**src/rtl/muldiv_pkg.sv**
```systemverilog
// Shared types and constants for the sequential 32x32 multiply/divide unit.
package muldiv_pkg;

  localparam int ITER_COUNT = 32;

  typedef enum logic [2:0] {
    IDLE,
    PREP,
    ITER,
    FIX,
    DONE
  } state_e;

  typedef enum logic [1:0] {
    OP_MULT  = 2'b00,
    OP_MULTU = 2'b01,
    OP_DIV   = 2'b10,
    OP_DIVU  = 2'b11
  } op_e;

  function automatic logic [31:0] mag32(input logic [31:0] v, input logic is_signed);
    return (is_signed && v[31]) ? -v : v;
  endfunction

endpackage

```
**src/rtl/muldiv_step.sv**
```systemverilog
// One radix-2 iteration: shift-add multiply or restoring shift-subtract divide.
module muldiv_step
  import muldiv_pkg::*;
(
  input  logic [63:0] acc_i,
  input  logic [31:0] opnd_i,
  input  logic        div_i,
  output logic [63:0] acc_o
);

  logic [32:0] sum;
  logic [32:0] diff;

  always_comb begin
    sum   = {1'b0, acc_i[63:32]} + {1'b0, opnd_i};
    // Shifted partial remainder is 33 bits wide; its borrow decides restore vs keep.
    diff  = acc_i[63:31] - {1'b0, opnd_i};
    acc_o = '0;
    if (div_i) begin
      acc_o = diff[32] ? {acc_i[62:0], 1'b0} : {diff[31:0], acc_i[30:0], 1'b1};
    end else begin
      acc_o = acc_i[0] ? {sum, acc_i[31:1]} : {1'b0, acc_i[63:1]};
    end
  end

endmodule

```
**src/rtl/muldiv_seq.sv**
```systemverilog
// Sequential signed/unsigned 32-bit multiply/divide, 32 radix-2 iterations per op.
module muldiv_seq
  import muldiv_pkg::*;
(
  input  logic        Clk,
  input  logic        Reset,
  input  logic        Start,
  input  logic [1:0]  Op,
  input  logic [31:0] A,
  input  logic [31:0] B,
  output logic        Busy,
  output logic        Done,
  output logic        DivZero,
  output logic [31:0] Hi,
  output logic [31:0] Lo
);

  state_e      state_q, state_d;
  op_e         op_q, op_d;
  logic [31:0] a_q, a_d, b_q, b_d;
  logic [63:0] acc_q, acc_d;
  logic [5:0]  cnt_q, cnt_d;
  logic        neg_q, neg_d, nrem_q, nrem_d, dz_q, dz_d;
  logic [31:0] hi_q, hi_d, lo_q, lo_d;

  logic        is_div, is_signed;
  logic [63:0] step_acc, prod;

  assign is_div    = (op_q == OP_DIV) || (op_q == OP_DIVU);
  assign is_signed = (op_q == OP_MULT) || (op_q == OP_DIV);

  // b_q holds the per-iteration operand magnitude once PREP has run.
  muldiv_step u_step (
    .acc_i  (acc_q),
    .opnd_i (b_q),
    .div_i  (is_div),
    .acc_o  (step_acc)
  );

  always_comb begin
    state_d = state_q;
    op_d    = op_q;
    a_d     = a_q;
    b_d     = b_q;
    acc_d   = acc_q;
    cnt_d   = cnt_q;
    neg_d   = neg_q;
    nrem_d  = nrem_q;
    dz_d    = dz_q;
    hi_d    = hi_q;
    lo_d    = lo_q;
    prod    = neg_q ? -acc_q : acc_q;
    case (state_q)
      IDLE: begin
        if (Start) begin
          a_d     = A;
          b_d     = B;
          op_d    = op_e'(Op);
          state_d = PREP;
        end
      end
      PREP: begin
        cnt_d  = '0;
        neg_d  = is_signed && (a_q[31] ^ b_q[31]);
        nrem_d = is_signed && a_q[31];
        dz_d   = is_div && (b_q == '0);
        if (is_div) begin
          acc_d = {32'd0, mag32(a_q, is_signed)};
          b_d   = mag32(b_q, is_signed);
        end else begin
          acc_d = {32'd0, mag32(b_q, is_signed)};
          b_d   = mag32(a_q, is_signed);
        end
        state_d = (is_div && (b_q == '0)) ? DONE : ITER;
      end
      ITER: begin
        acc_d = step_acc;
        cnt_d = cnt_q + 6'd1;
        if (cnt_q == 6'(ITER_COUNT - 1)) state_d = FIX;
      end
      FIX: begin
        if (is_div) begin
          lo_d = neg_q  ? -acc_q[31:0]  : acc_q[31:0];
          hi_d = nrem_q ? -acc_q[63:32] : acc_q[63:32];
        end else begin
          hi_d = prod[63:32];
          lo_d = prod[31:0];
        end
        state_d = DONE;
      end
      DONE:    state_d = IDLE;
      default: state_d = IDLE;
    endcase
  end

  always_ff @(posedge Clk or negedge Reset) begin
    if (!Reset) begin
      state_q <= IDLE;
      op_q    <= OP_MULT;
      a_q     <= '0;
      b_q     <= '0;
      acc_q   <= '0;
      cnt_q   <= '0;
      neg_q   <= 1'b0;
      nrem_q  <= 1'b0;
      dz_q    <= 1'b0;
      hi_q    <= '0;
      lo_q    <= '0;
    end else begin
      state_q <= state_d;
      op_q    <= op_d;
      a_q     <= a_d;
      b_q     <= b_d;
      acc_q   <= acc_d;
      cnt_q   <= cnt_d;
      neg_q   <= neg_d;
      nrem_q  <= nrem_d;
      dz_q    <= dz_d;
      hi_q    <= hi_d;
      lo_q    <= lo_d;
    end
  end

  assign Busy    = (state_q != IDLE);
  assign Done    = (state_q == DONE);
  assign DivZero = Done && dz_q;
  assign Hi      = hi_q;
  assign Lo      = lo_q;

endmodule

```
**config.mk**
```make
export PLATFORM = sky130hd
export DESIGN_NAME = muldiv_seq
export DESIGN_NICKNAME = d
export VERILOG_FILES = /design/src/rtl/muldiv_pkg.sv /design/src/rtl/muldiv_step.sv /design/src/rtl/muldiv_seq.sv
export SDC_FILE = /design/constraint.sdc
export NUM_CORES = 1
export LEC_CHECK = 0
export CELL_PAD_IN_SITES_DETAIL_PLACEMENT = 1
export CELL_PAD_IN_SITES_GLOBAL_PLACEMENT = 2
export CORE_ASPECT_RATIO = 0.75
export CORE_MARGIN = 3
export CORE_UTILIZATION = 35
export CTS_BUF_LIST = sky130_fd_sc_hd__clkbuf_8 sky130_fd_sc_hd__clkbuf_16
export DETAILED_ROUTE_END_ITERATION = 16
export PLACE_DENSITY_LB_ADDON = 0.1
export SLEW_MARGIN = 20
export SYNTH_ARGS = -nofsm -noshare
export SYNTH_HDL_FRONTEND = slang
export SYNTH_SLANG_ARGS = --single-unit
export TNS_END_PERCENT = 5
```
**constraint.sdc**
```tcl
create_clock -name Clk -period 6.5 [get_ports Clk]
set_clock_uncertainty 0.15 [all_clocks]
set_input_delay 1.3 -clock Clk [delete_from_list [all_inputs] [get_ports Clk]]
set_output_delay 1.3 -clock Clk [all_outputs]
set_load 0.1 [all_outputs]
```
==> results.json <==
{
  "outcome": "finished clean",
  "cts_setup_buffers": 0,
  "clk_pin_slew_ns": 0.07,
  "cp.arrival_ns": 4.45,
  "yosysSeqAreaShare_pct": 31.8,
  "drive_gt1_share_pct": 5.10,
  "dieArea_sq_mm": 0.0490,
  "die_w_um": 255,
  "wl_per_cell_um": 24.5,
  "vias": 15800,
  "critPathKind": "reg -> reg",
  "cts_inserted_buffers": 25,
  "drt_iter0_markers": 1382,
  "cts_tree": "yes",
  "syn-cell-area_sq_mm": 0.0162,
  "clk_latency_ns": 0.56,
  "io_pins": 136,
  "cts_buffer_depth": 3,
  "worst_slew_pin_slew_ns": 1.07,
  "syn_nets": 2166,
  "core_region_area_sq_mm": 0.0453,
  "drc": 0,
  "io_buffers": 135,
  "routed_wirelength_um": 65900,
  "slowest_delay_ns": 0.48,
  "fin_crit_sh_pct": 63.7,
  "slew_headroom_pct": 28.8,
  "cap_violations": 0,
  "synth-main-ff-cell": "dfrtp_1",
  "hold_viol_final": 0,
  "synthTopCellsByCount": "347 x nand2_1, 206 x dfrtp_1, 171 x o21ai_0",
  "post-synth-top-area-cell": "dfrtp_1",
  "chipHeight_um": 192,
  "crit_chain": "inv_1 > ha_1 > fa_1 > nand2b_1 > a21o_1 > a21oi_1 > o2111ai_1 > a311o_1 > o211ai_1 > buf_4 > o2111a_1 > o21ai_0 > a32o_1",
  "synth-seq-cells": 206,
  "fmax_ghz": 0.241,
  "cts-hold-fix-buffers": 0,
  "num_rows": 67,
  "track_usage_pct": 26.8,
  "setup_violations": 0,
  "yosysMostFrequentCell": "nand2_1",
  "grt_max_degree": 107,
  "critical_path_required_ns": 6.81,
  "syn_to_final_growth_pct": 16.4,
  "cp_top_family": "compound AO/OA/AOI/OAI gates",
  "overflow": 0,
  "ctsRootBufferMaster": "clkbuf_16",
  "htreeDepth": 1,
  "antenna_found_initial": 2,
  "netlist_top_cells_area": "dfrtp_1 32%, nand2_1 8.0%, xnor2_1 5.6%",
  "antenna_left": 0,
  "ctsResizeCount": 0,
  "async_flop_share_pct": 100,
  "syn_inst": 2026,
  "grt_pass1_wl_um": 101000,
  "routed_via_density": 5.87,
  "start_util_pct": 35.8,
  "fin_setup_tns_ns": 0,
  "routabilityCongestion": 0.904,
  "avgSynthCellArea_sq_um": 8.01,
  "path_max_fanout": 33,
  "synth_edf_count": 0,
  "grt_pass1_vias": 15900,
  "rsz0062_at_grt": "false",
  "dp_hpwl_um": 49800,
  "clock_sinks": 206,
  "critPathSlowestCell": "buf_4",
  "hp-class": "reg -> reg",
  "cp_num_buf_inv": 2,
  "yosysUniqueCellTypes": 82,
  "start_kind": "register",
  "nets": 2224,
  "yosysTopAreaCellShare_pct": 31.8,
  "final.min_clock_period_ns": 4.14,
  "ys_warn_count": 0,
  "first_pass_iters": 5,
  "report.final.slew_viol_count": 0,
  "endpoint_kind": "register"
}
-- metrics by stage --
step | setup WS (ns) | std cells | area (sq um) | hold slack (ns) | utilization (%)
after detailed placement | 2.39 | 2643 | 18000 | 0.315 | 39.9
after floorplan | 1.30 | 2026 | 16200 | 0.288 | -
after CTS | 2.33 | 2685 | 18900 | 0.329 | 41.7
after global routing | 2.08 | 2685 | 18900 | 0.352 | 41.7
final | 2.36 | 2687 | 18900 | 0.324 | 41.7
after global placement | 2.50 | 2643 | 18000 | 0.309 | 39.9
-- metal layers --
layer  up-vias  track usage, %  wire length [um]
li1       7406               -                 -
met1      7891            40.6             33400
met2       429            39.5             27000
met3        58            5.59              4490
met4         0            4.60              1000
met5         -               0                 0
-- area by class of cell --
cell class,instances,area (sq um)
diodes,2,5.00
clock buffers,30,694
well taps,586,733
multi-input cells,1628,10400
inverters,61,229
clock inverters,12,144
fillers,5382,26400
repair buffers,162,1570
flip-flops and latches,206,5160
-- cells by family (layout without fill, tap and decap cells) --
logic type,after synthesis,count (layout),synth area share [%]
other,0,2,0
flip-flops,206,206,31.8
AO/OA/AOI/OAI,602,602,24.1
buffers and inverters,192,265,4.55
multiplexers,82,82,5.11
XOR/XNOR,165,165,8.91
adder cells (fa/ha/maj),71,71,5.57
AND/OR/NAND/NOR,708,708,20.0
-- sequential cells by signal, summed over array words and instances (netlist names) --
signal,flops
Hi,32
state_q,3
dz_q,1
nrem_q,1
Lo,32
cnt_q,6
op_q,2
neg_q,1
b_q,32
acc_q,64
a_q,32
-- path summary, 6_finish.rpt --
path	start	end	slack, ns	depth (start not counted)
min in group asynchronous	Reset	Lo[14]$_DFFE_PN0P_	0.69	1
setup reg to reg	acc_q[31]$_DFFE_PN0P_	acc_q[50]$_DFFE_PN0P_	2.36	13
setup / recovery	acc_q[31]$_DFFE_PN0P_	acc_q[50]$_DFFE_PN0P_	2.36	13
max in group asynchronous	Reset	a_q[19]$_DFFE_PN0P_	4.35	2
hold reg to reg	Hi[8]$_DFFE_PN0P_	Hi[8]$_DFFE_PN0P_	0.32	2
hold / removal	Hi[8]$_DFFE_PN0P_	Hi[8]$_DFFE_PN0P_	0.32	2
-- cell usage in the layout, fill, tap and decap left out, types with 8 or more instances in the layout --
cell               n
nand4_1           12
o22ai_1           14
a211oi_1          21
a31oi_1           32
a21o_1            29
o41ai_1            8
dfrtp_1          205
buf_4             26
mux2i_1           75
nand2_1          346
nor2b_1           13
a221o_1           25
o21a_1            10
clkbuf_16         25
nand2b_1          21
nand3_1           26
o221ai_1          18
a22o_1            10
nor2_1           142
or3_1             17
xnor2_1          103
ha_1              69
clkdlybuf4s50_1  134
nor3_1            37
o21ai_0          171
and2_1            15
o211ai_1          14
inv_1             64
xor2_1            62
a21oi_1          137
and3_1            11
nor4_1            20
o31ai_1           25
-- tightest hold or removal path, delay by kind of cell (launching register included) --
| kind | cells | cell delay [ns] |
|---|---|---|
| AND/OR/NAND/NOR | 1 | 0.04 |
| flip-flops | 1 | 0.34 |
| AO/OA/AOI/OAI | 1 | 0.06 |
Power is left out: the tool's default activity adds up to more than one toggle a clock period on the data nets, which glitch-free logic cannot reach.
